File: src/rtl/link_dataflow_scheduler_pkg.sv
// Shared types and constant helpers for the link-RAM dataflow scheduler.
package link_df_pkg;

  typedef enum logic [0:0] {
    SERVE = 1'b0,
    INIT  = 1'b1
  } state_t;

  function automatic int clog2(input int n);
    int r;
    r = 0;
    while ((1 << r) < n) r++;
    return r;
  endfunction

  // Free-list terminator: all-ones at width w; callers cast down to their word width.
  function automatic logic [63:0] null_ptr(input int w);
    return (w >= 64) ? '1 : ((64'd1 << w) - 64'd1);
  endfunction

endpackage

File: src/rtl/link_dataflow_scheduler_if.sv
// Request/return channels and link-RAM port bundled between controllers, scheduler and RAM.
interface link_dataflow_scheduler_if #(
  parameter int ADDR_WIDTH = 7,
  parameter int DATA_WIDTH = 8,
  parameter int CH         = 2
);

  logic [CH-1:0]            ch_req_valid;
  logic [CH-1:0]            ch_req_ready;
  logic [CH-1:0]            ch_req_write;
  logic [CH*ADDR_WIDTH-1:0] ch_req_addr;
  logic [CH*DATA_WIDTH-1:0] ch_req_wdata;
  logic [CH-1:0]            ch_rd_valid;
  logic [DATA_WIDTH-1:0]    ch_rd_data;
  logic                     ram_en;
  logic                     ram_we;
  logic [ADDR_WIDTH-1:0]    ram_addr;
  logic [DATA_WIDTH-1:0]    ram_wdata;
  logic [DATA_WIDTH-1:0]    ram_rdata;

  modport master (
    output ch_req_valid, ch_req_write, ch_req_addr, ch_req_wdata, ram_rdata,
    input  ch_req_ready, ch_rd_valid, ch_rd_data, ram_en, ram_we, ram_addr, ram_wdata
  );

  modport slave (
    input  ch_req_valid, ch_req_write, ch_req_addr, ch_req_wdata, ram_rdata,
    output ch_req_ready, ch_rd_valid, ch_rd_data, ram_en, ram_we, ram_addr, ram_wdata
  );

endinterface

File: src/rtl/link_dataflow_scheduler_rr_arbiter.sv
// Combinational round-robin pick: first valid channel after last_grant, wrapping at CH.
module link_df_rr_arbiter
  import link_df_pkg::*;
#(
  parameter int CH = 2,
  localparam int IDW = clog2(CH)
) (
  input  logic [CH-1:0]  valid_i,
  input  logic [IDW-1:0] last_grant_i,
  output logic [CH-1:0]  grant_o,
  output logic [IDW-1:0] id_o
);

  logic found;

  // Pass 1 covers channels above last_grant; pass 2 is the wrap back from ch0.
  always_comb begin
    grant_o = '0;
    id_o    = '0;
    found   = 1'b0;
    for (int i = 0; i < CH; i++) begin
      if (!found && valid_i[i] && (IDW'(i) > last_grant_i)) begin
        found      = 1'b1;
        grant_o[i] = 1'b1;
        id_o       = IDW'(i);
      end
    end
    for (int i = 0; i < CH; i++) begin
      if (!found && valid_i[i]) begin
        found      = 1'b1;
        grant_o[i] = 1'b1;
        id_o       = IDW'(i);
      end
    end
  end

endmodule

File: src/rtl/link_dataflow_scheduler.sv
// Round-robin CH->1 link-RAM scheduler with free-list init sweep (LINK_DF_INIT_EN); command 1 cycle after
// handshake, read return RD_LATENCY cycles later; ready is a combinational grant, held low during INIT.
module link_dataflow_scheduler
  import link_df_pkg::*;
#(
  parameter int ADDR_WIDTH = 7,
  parameter int DATA_WIDTH = 8,
  parameter int DEPTH      = 128,
  parameter int CH         = 2,
  parameter int RD_LATENCY = 1
) (
  input  logic clk,
  input  logic rst_n,
  input  logic init_start,
  output logic init_busy,
  output logic init_done,
  link_dataflow_scheduler_if.slave bus
);

  localparam int IDW = clog2(CH);

  logic [CH-1:0]         grant;
  logic [CH-1:0]         ready;
  logic [CH-1:0]         rd_valid;
  logic [IDW-1:0]        grant_id;
  logic                  hs;
  logic                  serve;
  logic                  sel_we;
  logic [ADDR_WIDTH-1:0] sel_addr;
  logic [DATA_WIDTH-1:0] sel_wdata;

  logic                  ram_en_q;
  logic                  ram_we_q;
  logic [ADDR_WIDTH-1:0] ram_addr_q;
  logic [DATA_WIDTH-1:0] ram_wdata_q;
  logic [IDW-1:0]        last_grant_q;
  logic [RD_LATENCY:0]   tag_vld_q;
  logic [IDW-1:0]        tag_id_q [RD_LATENCY+1];

`ifdef LINK_DF_INIT_EN
  localparam int KW = ADDR_WIDTH + 1;
  localparam logic [DATA_WIDTH-1:0] NULL_PTR = DATA_WIDTH'(null_ptr(DATA_WIDTH));

  state_t                state_q;
  logic [KW-1:0]         k_q;
  logic [KW-1:0]         sweep_k;
  logic                  sweep_last;
  logic [DATA_WIDTH-1:0] sweep_wdata;
  logic                  init_done_q;

  assign serve     = (state_q == SERVE);
  assign init_busy = (state_q == INIT);
  assign init_done = init_done_q;

  // In SERVE the next sweep word is always entry 0 (used when init_start lands without a grant).
  always_comb begin
    sweep_k     = serve ? '0 : k_q;
    sweep_last  = (sweep_k == KW'(DEPTH - 1));
    sweep_wdata = sweep_last ? NULL_PTR : DATA_WIDTH'(sweep_k + KW'(1));
  end
`else
  logic unused_init;
  assign unused_init = init_start ^ (DEPTH < 0);
  assign serve       = 1'b1;
  assign init_busy   = 1'b0;
  assign init_done   = 1'b1;
`endif

  link_df_rr_arbiter #(.CH(CH)) u_arb (
    .valid_i      (bus.ch_req_valid),
    .last_grant_i (last_grant_q),
    .grant_o      (grant),
    .id_o         (grant_id)
  );

  assign ready = (serve && rst_n) ? grant : '0;
  assign hs    = |(bus.ch_req_valid & ready);

  always_comb begin
    sel_we    = 1'b0;
    sel_addr  = '0;
    sel_wdata = '0;
    for (int i = 0; i < CH; i++) begin
      if (grant[i]) begin
        sel_we    = bus.ch_req_write[i];
        sel_addr  = bus.ch_req_addr[i*ADDR_WIDTH +: ADDR_WIDTH];
        sel_wdata = bus.ch_req_wdata[i*DATA_WIDTH +: DATA_WIDTH];
      end
    end
  end

  always_ff @(posedge clk or negedge rst_n) begin
    if (!rst_n) begin
      ram_en_q     <= 1'b0;
      ram_we_q     <= 1'b0;
      ram_addr_q   <= '0;
      ram_wdata_q  <= '0;
      last_grant_q <= IDW'(CH - 1);
`ifdef LINK_DF_INIT_EN
      state_q      <= SERVE;
      k_q          <= '0;
      init_done_q  <= 1'b0;
`endif
    end else begin
      ram_en_q <= 1'b0;
      ram_we_q <= 1'b0;
      if (hs) begin
        ram_en_q     <= 1'b1;
        ram_we_q     <= sel_we;
        ram_addr_q   <= sel_addr;
        ram_wdata_q  <= sel_wdata;
        last_grant_q <= grant_id;
      end
`ifdef LINK_DF_INIT_EN
      case (state_q)
        SERVE: begin
          if (init_start) begin
            state_q     <= INIT;
            init_done_q <= 1'b0;
            // A grant in the start cycle owns the next port slot; the sweep slips by one.
            if (hs) begin
              k_q <= '0;
            end else begin
              ram_en_q    <= 1'b1;
              ram_we_q    <= 1'b1;
              ram_addr_q  <= ADDR_WIDTH'(sweep_k);
              ram_wdata_q <= sweep_wdata;
              k_q         <= KW'(1);
            end
          end
        end
        INIT: begin
          if (k_q == KW'(DEPTH)) begin
            state_q     <= SERVE;
            init_done_q <= 1'b1;
          end else begin
            ram_en_q    <= 1'b1;
            ram_we_q    <= 1'b1;
            ram_addr_q  <= ADDR_WIDTH'(sweep_k);
            ram_wdata_q <= sweep_wdata;
            k_q         <= k_q + KW'(1);
          end
        end
      endcase
`endif
    end
  end

  // Stage 0 rides alongside the RAM command; stage RD_LATENCY lines up with ram_rdata.
  always_ff @(posedge clk or negedge rst_n) begin
    if (!rst_n) begin
      tag_vld_q <= '0;
      for (int i = 0; i <= RD_LATENCY; i++) tag_id_q[i] <= '0;
    end else begin
      tag_vld_q   <= {tag_vld_q[RD_LATENCY-1:0], hs & ~sel_we};
      tag_id_q[0] <= grant_id;
      for (int i = 1; i <= RD_LATENCY; i++) tag_id_q[i] <= tag_id_q[i-1];
    end
  end

  always_comb begin
    rd_valid = '0;
    for (int i = 0; i < CH; i++) begin
      rd_valid[i] = tag_vld_q[RD_LATENCY] && (tag_id_q[RD_LATENCY] == IDW'(i));
    end
  end

  assign bus.ch_req_ready = ready;
  assign bus.ch_rd_valid  = rd_valid;
  assign bus.ch_rd_data   = tag_vld_q[RD_LATENCY] ? bus.ram_rdata : '0;
  assign bus.ram_en       = ram_en_q;
  assign bus.ram_we       = ram_we_q;
  assign bus.ram_addr     = ram_addr_q;
  assign bus.ram_wdata    = ram_wdata_q;

endmodule
File: src/flat_wrapper.sv
// flat-port wrapper written by rule: the top's interface ports become plain ports
module link_dataflow_scheduler_flat import link_df_pkg::*;
#(
  parameter int ADDR_WIDTH = 7,
  parameter int DATA_WIDTH = 8,
  parameter int DEPTH      = 128,
  parameter int CH         = 2,
  parameter int RD_LATENCY = 1
)
  (clk, rst_n, init_start, init_busy, init_done, bus_ch_req_valid, bus_ch_req_write, bus_ch_req_addr, bus_ch_req_wdata, bus_ram_rdata, bus_ch_req_ready, bus_ch_rd_valid, bus_ch_rd_data, bus_ram_en, bus_ram_we, bus_ram_addr, bus_ram_wdata);
  link_dataflow_scheduler_if #(.ADDR_WIDTH(ADDR_WIDTH), .DATA_WIDTH(DATA_WIDTH), .CH(CH)) bus_i ();
  input  logic clk;
  input  logic rst_n;
  input  logic init_start;
  output logic init_busy;
  output logic init_done;
  input wire logic [$bits(bus_i.ch_req_valid)-1:0] bus_ch_req_valid;
  input wire logic [$bits(bus_i.ch_req_write)-1:0] bus_ch_req_write;
  input wire logic [$bits(bus_i.ch_req_addr)-1:0] bus_ch_req_addr;
  input wire logic [$bits(bus_i.ch_req_wdata)-1:0] bus_ch_req_wdata;
  input wire logic [$bits(bus_i.ram_rdata)-1:0] bus_ram_rdata;
  output wire logic [$bits(bus_i.ch_req_ready)-1:0] bus_ch_req_ready;
  output wire logic [$bits(bus_i.ch_rd_valid)-1:0] bus_ch_rd_valid;
  output wire logic [$bits(bus_i.ch_rd_data)-1:0] bus_ch_rd_data;
  output wire logic [$bits(bus_i.ram_en)-1:0] bus_ram_en;
  output wire logic [$bits(bus_i.ram_we)-1:0] bus_ram_we;
  output wire logic [$bits(bus_i.ram_addr)-1:0] bus_ram_addr;
  output wire logic [$bits(bus_i.ram_wdata)-1:0] bus_ram_wdata;
  assign bus_i.ch_req_valid = bus_ch_req_valid;
  assign bus_i.ch_req_write = bus_ch_req_write;
  assign bus_i.ch_req_addr = bus_ch_req_addr;
  assign bus_i.ch_req_wdata = bus_ch_req_wdata;
  assign bus_i.ram_rdata = bus_ram_rdata;
  assign bus_ch_req_ready = bus_i.ch_req_ready;
  assign bus_ch_rd_valid = bus_i.ch_rd_valid;
  assign bus_ch_rd_data = bus_i.ch_rd_data;
  assign bus_ram_en = bus_i.ram_en;
  assign bus_ram_we = bus_i.ram_we;
  assign bus_ram_addr = bus_i.ram_addr;
  assign bus_ram_wdata = bus_i.ram_wdata;
  link_dataflow_scheduler #(.ADDR_WIDTH(ADDR_WIDTH), .DATA_WIDTH(DATA_WIDTH), .DEPTH(DEPTH), .CH(CH), .RD_LATENCY(RD_LATENCY)) u_core (.clk(clk), .rst_n(rst_n), .init_start(init_start), .init_busy(init_busy), .init_done(init_done), .bus(bus_i));
endmodule
File: config.mk
export PLATFORM = sky130hd
export DESIGN_NAME = link_dataflow_scheduler_flat
export DESIGN_NICKNAME = d
export VERILOG_FILES = /design/src/rtl/link_dataflow_scheduler_pkg.sv /design/src/rtl/link_dataflow_scheduler_if.sv /design/src/rtl/link_dataflow_scheduler_rr_arbiter.sv /design/src/rtl/link_dataflow_scheduler.sv /design/src/flat_wrapper.sv
export SDC_FILE = /design/constraint.sdc
export NUM_CORES = 1
export LEC_CHECK = 0
export BUFFER_PORTS_ARGS = -buffer_cell sky130_fd_sc_hd__buf_2
export CORE_MARGIN = 2
export CORE_UTILIZATION = 25
export CTS_BUF_LIST = sky130_fd_sc_hd__clkbuf_4 sky130_fd_sc_hd__clkbuf_8 sky130_fd_sc_hd__clkbuf_16
export CTS_CLUSTER_DIAMETER = 200
export DETAILED_ROUTE_END_ITERATION = 8
export PLACE_DENSITY_LB_ADDON = 0.3
export SETUP_SLACK_MARGIN = 0.15
export SLEW_MARGIN = 20
export SYNTH_ARGS = -nofsm -noshare
export SYNTH_HDL_FRONTEND = slang
export SYNTH_HIERARCHICAL = 1
export SYNTH_SLANG_ARGS = --single-unit
File: constraint.sdc
create_clock -name clk -period 4.3 [get_ports clk]
set_clock_uncertainty 0.15 [all_clocks]
set_input_delay 0.215 -clock clk [delete_from_list [all_inputs] [get_ports clk]]
set_output_delay 0.215 -clock clk [all_outputs]
set_load 0.01 [all_outputs]
==> run_results.csv, run 1 <==
group,metric,value,unit
route,viasPerCell,4.49,
worst_setup_path,cp-startpoint,"u_core/last_grant_q",
final_layout,fin_util,36.2,%
clock_tree,cts_max_path_buffers,2,
route,drc,0,
worst_setup_path,slowest_stage,"a21boi_2",
final_layout,instances_no_fill,209,
floorplan,ios,76,
route,avgRoutedWirePerCell,12.7,um
power,power.leakage,0.886,nW
route,wl,2660,um
timing,fin_tns_setup,0,ns
run_status,status,"finished, final reports clean",
floorplan,die_width,71,um
global_route,grt_first_pass_wirelength,4250,um
worst_setup_path,cp_data_required_time,4.30,ns
placement,hpwlAfterDp,2020,um
floorplan,die_y,71,um
logic_synthesis,synthDistinctLibCells,22,
power,vdd_drop_max,0.165,mV
placement,numPlacedInstances,204,
timing,final.hold.worst_slack,0.0772,ns
final_layout,antenna_cells,0,
logic_synthesis,netlist_instances,86,
route,num_vias,939,
worst_setup_path,cpPeakStageDelay,0.76,ns
placement,routabilityCongestion,0.668,
clock_tree,cts_made_buffers,3,
clock_tree,path_clk_slew,0.08,ns
timing,post-route-min-period,2.27,ns
worst_setup_path,critPathArrivalTime,2.27,ns
global_route,antenna_found_initial,0,
global_route,grt_max_degree,26,
worst_setup_path,critPathKind,"reg2reg",
final_layout,stdcell_area,1580,um^2
timing,max_freq,440,MHz
logic_synthesis,synth_seq_cells,22,
clock_tree,clockRootBuffer,"clkbuf_8",
timing,min_period_over_period,52.9,%
min_path,hold_class,"in2reg",
logic_synthesis,syn_area,1120,um^2
final_layout,nets,203,
timing,worst_pin_slew,0.971,ns
floorplan,rows,24,
clock_tree,clk_latency,0.26,ns
global_route,track_usage,10.6,%
timing,setup_viol,0,
route,drt_first_pass_iters,4,
min_path,worstHoldStart,"bus_ch_req_valid[0]",
timing,finalMaxSlewViolations,0,
timing,slew_headroom,34.9,%
clock_tree,ctsResizeCount,0,
worst_setup_path,crit_chain,"a21boi_2, a22o_2, nand2_4, mux2_4",
worst_setup_path,end_kind,"register",
placement,port_buffers,72,
floorplan,coreArea,4350,um^2
logic_synthesis,yosys_warnings,6,
global_route,grt-ovfl-total,0,
final_layout,final_common_cell,"buf_2",
final_layout,layout-area-overhead-vs-synth,40.4,%
clock_tree,tritoncts,"done",
placement,placed_cell_area,1490,um^2
global_route,grt_pass1_vias,972,
route,ant_nets,0,
logic_synthesis,avgSynthCellArea,13.1,um^2
final_layout,mostFrequentLayoutCells,"buf_2 (72), dfrtp_1 (21), and2_1 (11), a22o_1 (9), mux2_2 (9)",
route,first_iter_violations,35,
clock_tree,numClockSinks,22,
power,power.density,455,nW/um^2
worst_setup_path,cp_num_buf_inv,0,
run,drv_cap,0,
floorplan,dieArea,5040,um^2
final_layout,drive_gt1_share,65.0,%
logic_synthesis,yosysSeqAreaShare,49.2,%
worst_setup_path,critPathLaunchType,"register",
worst_setup_path,timing.rr.start,"u_core/last_grant_q",
timing,rsz0062_at_grt,"false",
clock_tree,htree_levels,1,
worst_setup_path,crit_family,"compound AO/OA/AOI/OAI gates",
floorplan,start_util,25.8,%
timing,finalHoldViolCount,0,
logic_synthesis,synth.net_count,131,
worst_setup_path,path_max_fanout,20,
## final timing paths
| check | cells after the start | end | slack [ns] |
|---|---|---|---|
| max | 4 | u_core/bus.ram_addr[4] | 2.03 |
| min | 2 | u_core/tag_id_q[1] | 0.08 |
| max reg2reg | 4 | u_core/bus.ram_addr[4] | 2.03 |
| min reg2reg | 0 | u_core/tag_id_q[0] | 0.20 |
| max in group asynchronous | 2 | u_core/last_grant_q | 3.30 |
| min in group asynchronous | 2 | u_core/bus.ram_wdata[6] | 0.32 |
## logic make-up after synthesis
logic type             after synthesis  synth area share [%]
buffers and inverters                8                  5.80
AOI/OAI and AO/OA                   20                  15.5
DFF                                 22                  49.2
and+or+nand+nor                     18                  10.5
other                                2                 0.669
muxes                               16                  18.4
## report_power, final
part	leakage [nW]	internal (W)	switching [W]
Sequential	0.280	0.000265	0.0000289
Clock	0.0357	0.000124	0.0000667
Combinational	0.570	0.000128	0.000104
## layer usage
layer / global-route usage (%) / wire length [um] / part of all wire (%)
met1: 11.1 / 980 / 37
met2: 20.2 / 1440 / 54
met3: 2.71 / 198 / 7.5
met4: 3.98 / 38 / 1.4
met5: 0 / 0 / 0
## sequential cells by signal (all words and copies together), names as in the netlist
name,count
u_core/bus.ram_wdata,8
u_core/tag_vld_q,2
u_core/bus.ram_we,1
u_core/last_grant_q,1
u_core/bus.ram_addr,7
u_core/tag_id_q,2
u_core/bus.ram_en,1
## final cells by class
cell class / instances / area (um^2)
sequential: 22 / 552
inverter: 2 / 7.51
fill: 441 / 2780
multi-input combinational: 56 / 509
clock buffer: 3 / 41.3
timing repair buffer: 73 / 370
clock inverter: 1 / 30.0
tap: 52 / 65.1
## cells in the mapped netlist
library cell | number | area share, %
a21boi_0 | 2 | 1.3
a21boi_1 | 1 | 0.67
a22o_1 | 9 | 7.0
a22o_2 | 6 | 5.4
a22oi_1 | 1 | 0.67
and2_1 | 11 | 6.1
buf_2 | 1 | 0.45
buf_4 | 2 | 1.3
buf_6 | 2 | 2.0
buf_8 | 1 | 1.3
conb_1 | 2 | 0.67
dfrtp_1 | 21 | 47
dfstp_2 | 1 | 2.3
inv_1 | 2 | 0.67
mux2_2 | 9 | 9.0
mux2_4 | 7 | 9.4
nand2_1 | 2 | 0.67
nand2_4 | 1 | 1.0
nor2_1 | 1 | 0.33
nor2b_1 | 2 | 1.1
nor2b_4 | 1 | 1.2
o21ai_0 | 1 | 0.45
## stage by stage
| stage | power (W) | setup slack [ns] |
|---|---|---|
| 2_1_floorplan | 0.000442 | 2.53 |
| 3_3_place_gp | 0.000525 | 2.08 |
| 4_1_cts | 0.000731 | 2.00 |
| 3_5_place_dp | 0.000534 | 2.00 |
| 5_1_grt | 0.000765 | 1.89 |
| 6_report | 0.000716 | 2.03 |
## what timing repair did
action | in CTS | in global routing
hold buffers | 1 | 0
setup buffers | 0 | 0
hold endpoints to repair | 21 | 0
Power figures use the tool's default switching activity.
==> inputs of run 2 (changes only) <==
- ABC_AREA: unset -> 1
- clock period: 4.3 -> 2.29 ns (I/O delays scaled with it)
==> run 2 against run 1 <==
  * Largest power group unchanged
  * Register-to-register slack lost 1.5 ns
  * Global-route usage rose by 1.5 points
  * Sequential power rose by 78%
==> run_results.csv, run 2 <==
group,metric,value,unit
power,power.leakage,1.16,nW
logic_synthesis,synth.net_count,218,
route,drc,0,
timing,fin_tns_setup,0,ns
timing,slew_headroom,65.5,%
floorplan,rows,26,
timing,setup_viol,0,
clock_tree,cts_max_path_buffers,2,
logic_synthesis,synth_area_leaders,"dfrtp_1 (39%), nand2_1 (21%), nand3_1 (8.2%), nand3_2 (7.5%), inv_1 (4.2%)",
worst_setup_path,cp_data_required_time,2.34,ns
logic_synthesis,synthDistinctLibCells,20,
min_path,hold_class,"in2reg",
worst_setup_path,critPathArrivalTime,1.91,ns
route,wl_met3,251,um
final_layout,antenna_cells,0,
route,wl_met2,1690,um
placement,routabilityCongestion,0.700,
floorplan,die_y,77.1,um
placement,port_buffers,72,
logic_synthesis,synth_common_cells,"nand2_1 (73), nand3_1 (22), dfrtp_1 (21)",
route,top_layer,"met4",
worst_setup_path,path_max_fanout,20,
global_route,grt_pass1_vias,1224,
logic_synthesis,synth_area_leader_cell,"dfrtp_1",
worst_setup_path,end_kind,"register",
worst_setup_path,critPathLaunchType,"primary input",
logic_synthesis,yosysMostFrequentCell,"nand2_1",
clock_tree,path_clk_slew,0.08,ns
final_layout,drive_gt1_share,42.5,%
timing,post-route-min-period,1.86,ns
logic_synthesis,yosysSeqAreaShare,41.3,%
final_layout,layout-area-overhead-vs-synth,40.4,%
final_layout,final_common_cell,"nand2_1",
floorplan,die_width,77.1,um
clock_tree,htree_levels,1,
logic_synthesis,netlist.area_leader.share,39.4,%
logic_synthesis,yosys_warnings,6,
run,drv_cap,0,
timing,rsz0062_at_grt,"false",
timing,max_freq,538,MHz
placement,dpl_worst_slack,0.535,ns
clock_tree,tritoncts,"done",
final_layout,fillers,571,
power,power.density,632,nW/um^2
route,viasPerCell,4.14,
final_layout,fin_util,36.5,%
power,vdd_drop_max,0.266,mV
logic_synthesis,syn_area,1340,um^2
logic_synthesis,synth_edf_count,0,
logic_synthesis,netlist_instances,173,
timing,finalHoldViolCount,0,
global_route,antenna_found_initial,0,
clock_tree,cts_made_buffers,3,
floorplan,coreArea,5140,um^2
route,ant_nets,0,
logic_synthesis,async_flop_share,100,%
route,avgRoutedWirePerCell,11.0,um
placement,hpwlAfterDp,2510,um
timing,finalMaxSlewViolations,0,
route,first_iter_violations,54,
logic_synthesis,synth_seq_cells,22,
logic_synthesis,avgSynthCellArea,7.72,um^2
final_layout,mostFrequentLayoutCells,"nand2_1 (73), buf_2 (72), nand3_1 (22), dfrtp_1 (21), inv_1 (15)",
clock_tree,clk_latency,0.26,ns
timing,worst_pin_slew,0.518,ns
timing,min_period_over_period,81.2,%
global_route,grt-ovfl-total,0,
timing,final.hold.worst_slack,0.00439,ns
worst_setup_path,critPathKind,"in2reg",
floorplan,start_util,26.0,%
global_route,grt_first_pass_wirelength,5790,um
final_layout,largest_reg_flops,8,
timing,worst_slack,0.430,ns
logic_synthesis,ys.flop_type,"dfrtp_1",
route,num_vias,1334,
run_status,status,"finished, final reports clean",
clock_tree,ctsResizeCount,0,
route,drt_first_pass_iters,4,
clock_tree,numClockSinks,22,
global_route,track_usage,12.1,%
floorplan,dieArea,5940,um^2
route,wl_met1,1560,um
floorplan,ios,76,
global_route,grt_max_degree,21,
route,wl,3530,um
clock_tree,clockRootBuffer,"clkbuf_8",
final_layout,nets,298,
## run 2: cell count changes in the layout (fill, tap and decap cells not counted), sizes merged, moves of 3 or more
cell	delta
nor2b	-3
mux2	-16
nand3	+34
nand2	+79
buf	+4
a22o	-15
inv	+16
and2	-11
dlygate4sd3	+9
## run 2: power breakdown
part	internal, W	leakage (nW)	switching (W)
logic	0.000179	0.852	0.000224
clock network	0.000136	0.0262	0.000124
registers	0.000470	0.283	0.0000509
## run 2: path summary, 6_finish.rpt
path	startpoint	end	slack [ns]	cells after the start
hold reg to reg	u_core/tag_vld_q[0]	u_core/tag_vld_q[1]	0.20	0
hold / removal	bus_ch_req_wdata[15]	u_core/bus.ram_wdata[7]	0.004	5
setup / recovery	rst_n	u_core/bus.ram_wdata[5]	0.43	6
max in group asynchronous	rst_n	u_core/bus.ram_addr[0]	1.27	3
setup reg to reg	u_core/last_grant_q	u_core/bus.ram_wdata[5]	0.54	6
min in group asynchronous	rst_n	u_core/bus.ram_wdata[2]	0.22	2
## run 2: cells by family after synthesis
group	count (synthesis)	synth area share, %
DFF	22	41.3
buffers and inverters	29	11.6
and+or+nand+nor	117	44.4
AOI/OAI and AO/OA	3	2.06
other	2	0.563
## run 2: stage by stage
step / power [W] / cells / instance area [um^2]
6_report: 0.00118 / 322 / 1870
5_1_grt: 0.00127 / 322 / 1870
4_1_cts: 0.00121 / 322 / 1870
3_5_place_dp: 0.000928 / 308 / 1730
3_3_place_gp: 0.000920 / 308 / 1730
2_1_floorplan: 0.000768 / 173 / 1340
## run 2: worst max-delay path, cell delays in order
cell and delay (ns):
dlygate4sd3_1 0.53, buf_2 0.44, nand3_4 0.38, nand2_8 0.28, nand2_1 0.09, nand2_1 0.06
## run 2: final cells by class
class | count | area, um^2 | share of cell area (%)
multi-input cells | 122 | 628 | 33.5
flip-flops and latches | 22 | 552 | 29.4
repair buffers | 86 | 490 | 26.2
well taps | 70 | 87.6 | 4.67
inverters | 18 | 67.6 | 3.60
clock buffers | 4 | 48.8 | 2.60
## run 2: routing by layer
| metal | up-vias | GRT usage (%) |
|---|---|---|
| li1 | 689 | - |
| met1 | 595 | 14.9 |
| met2 | 48 | 21.0 |
| met3 | 2 | 2.82 |
| met4 | 0 | 3.75 |
| met5 | - | 0 |
## run 2: timing repair
| action | CTS | global route |
|---|---|---|
| endpoints found under the hold margin | 25 | 0 |
| setup buffers | 0 | 0 |
| hold buffers | 10 | 0 |
==> inputs of run 3 (changes only) <==
- clock period: 2.29 -> 1.7 ns (I/O delays scaled with it)
==> run 3 against run 2 <==
  * Core utilization grew 6.9 points
  * Clock power up 86%
  * Sequential share of layout area down 4.7 points
  * Global-route usage is 2.0 points higher
  * Final cell count rose by 9.9%
  * Non-clock buffer count grew 32
  * Sequential power grew 35%
  * Critical path type is now reg2out
  * Largest cell class is now buffers
==> run_results.csv, run 3 (synthesis results as in run 2) <==
group,metric,value,unit
run_status,status,"finished, final reports clean",
run,drv_cap,0,
power,power.leakage,1.31,nW
global_route,track_usage,14.1,%
final_layout,final_common_cell,"nand2_1",
power,p_sw,0.000572,W
floorplan,ios,76,
route,drt_first_pass_iters,4,
final_layout,nets,330,
placement,routabilityCongestion,0.702,
timing,worst_pin_slew,0.630,ns
power,power_frac_comb,35.0,%
worst_setup_path,cp_data_required_time,1.46,ns
power,internal-power,0.00126,W
timing,max_freq,625,MHz
floorplan,dieArea,5940,um^2
worst_setup_path,critPathArrivalTime,1.36,ns
global_route,grt_pass1_vias,1473,
route,ant_nets,0,
final_layout,regArea,552,um^2
route,avgRoutedWirePerCell,11.7,um
placement,port_buffers,72,
final_layout,drive_gt1_share,41.5,%
clock_tree,numClockSinks,22,
floorplan,die_width,77.1,um
route,viasPerCell,4.12,
clock_tree,htree_levels,1,
placement,numPlacedInstances,310,
global_route,grt_max_degree,20,
floorplan,start_util,26.0,%
placement,hpwlAfterDp,2590,um
power,vdd_drop_max,0.312,mV
final_layout,fin_util,43.4,%
power,pwr-share-clk,26.5,%
clock_tree,path_clk_slew,0.08,ns
final_layout,antenna_cells,0,
clock_tree,clockRootBuffer,"clkbuf_8",
timing,fin_tns_setup,0,ns
power,power.density,820,nW/um^2
timing,final.hold.worst_slack,0.00314,ns
power,power_frac_seq,38.6,%
final_layout,largest_reg_flops,8,
global_route,grt_first_pass_wirelength,6790,um
power,power,0.00183,W
timing,rsz0062_at_grt,"true",
final_layout,instances_no_fill,354,
route,num_vias,1458,
final_layout,mostFrequentLayoutCells,"nand2_1 (72), buf_2 (71), dlygate4sd3_1 (34), nand3_1 (22), dfrtp_1 (21)",
clock_tree,clk_latency,0.26,ns
power,switching_share,31.2,%
worst_setup_path,critPathLaunchType,"register",
min_path,hold_class,"in2reg",
timing,slew_headroom,57.9,%
floorplan,coreArea,5140,um^2
timing,finalMaxSlewViolations,0,
timing,min_period_over_period,94.1,%
clock_tree,cts_max_path_buffers,2,
clock_tree,cts_made_buffers,3,
route,drc,0,
final_layout,fillers,536,
route,first_iter_violations,58,
floorplan,die_y,77.1,um
global_route,grt-ovfl-total,0,
worst_setup_path,critPathKind,"reg2out",
worst_setup_path,end_kind,"primary output",
final_layout,multi_input_area,638,um^2
final_layout,layout-area-overhead-vs-synth,67.1,%
timing,setup_viol,0,
timing,post-route-min-period,1.60,ns
route,wl,4130,um
clock_tree,tritoncts,"done",
floorplan,rows,26,
worst_setup_path,path_max_fanout,3,
global_route,antenna_found_initial,0,
timing,finalHoldViolCount,0,
[run 3: power groups by stage]
| stage | registers (W) | clock network (W) | logic (W) |
|---|---|---|---|
| after detailed placement | 0.000718 | 0 | 0.000535 |
| after floorplan | 0.000750 | 0 | 0.000287 |
| after global placement | 0.000717 | 0 | 0.000525 |
| after global routing | 0.000721 | 0.000525 | 0.000707 |
| final | 0.000705 | 0.000484 | 0.000640 |
| after CTS | 0.000708 | 0.000503 | 0.000636 |
[run 3: metal layers]
| metal | GRT usage [%] | share of wire (%) | vias to the layer above |
|---|---|---|---|
| li1 | - | - | 749 |
| met3 | 2.82 | 5.6 | 4 |
| met4 | 3.75 | 0.75 | 0 |
| met1 | 17.1 | 44 | 657 |
| met2 | 25.5 | 50 | 48 |
| met5 | 0 | 0 | - |
[run 3: path summary, 6_finish.rpt]
| path | slack [ns] | startpoint | to | cells past startpoint |
|---|---|---|---|---|
| min in group asynchronous | 0.25 | rst_n | u_core/tag_vld_q[1] | 2 |
| setup reg to reg | 0.15 | u_core/last_grant_q | u_core/bus.ram_addr[2] | 8 |
| hold / removal | 0.003 | bus_ch_req_wdata[7] | u_core/bus.ram_wdata[7] | 5 |
| hold reg to reg | 0.20 | u_core/tag_id_q[1] | u_core/tag_id_q[0] | 0 |
| setup / recovery | 0.10 | u_core/last_grant_q | bus_ch_req_ready[0] | 6 |
| max in group asynchronous | 0.50 | rst_n | u_core/bus.ram_wdata[2] | 3 |
[run 3: cell type report]
class                           count  share of cell area [%]
Clock buffer                        3                    1.85
Timing Repair Buffer              118                    36.4
Sequential cell                    22                    24.7
Clock inverter                      1                    1.35
Inverter                           18                    3.14
Multi-Input combinational cell    122                    28.6
Tap cell                           70                    3.93
[run 3: metrics by stage]
| stage | instance area (um^2) | setup WS, ns |
|---|---|---|
| finish | 2230 | 0.100 |
| global route | 2230 | 0.0372 |
| CTS | 2220 | 0.0652 |
| detailed placement | 1740 | 0.0487 |
| global placement | 1740 | 0.0712 |
| floorplan | 1340 | 0.165 |
[run 3: timing repair]
action | CTS | global route
resized for setup | 7 | 3
setup buffers | 6 | 0
hold buffers | 34 | 0
endpoints found under the hold margin | 39 | 0
endpoints found under the setup margin | 20 | 19
pin swaps | 1 | 1
[run 3: worst max-delay path: stages, from the launching register on]
cell and delay, ns:
dfstp_2 0.57, inv_2 0.05, a21oi_4 0.16, buf_6 0.14
nand2_2 0.05, inv_2 0.05, buf_6 0.09
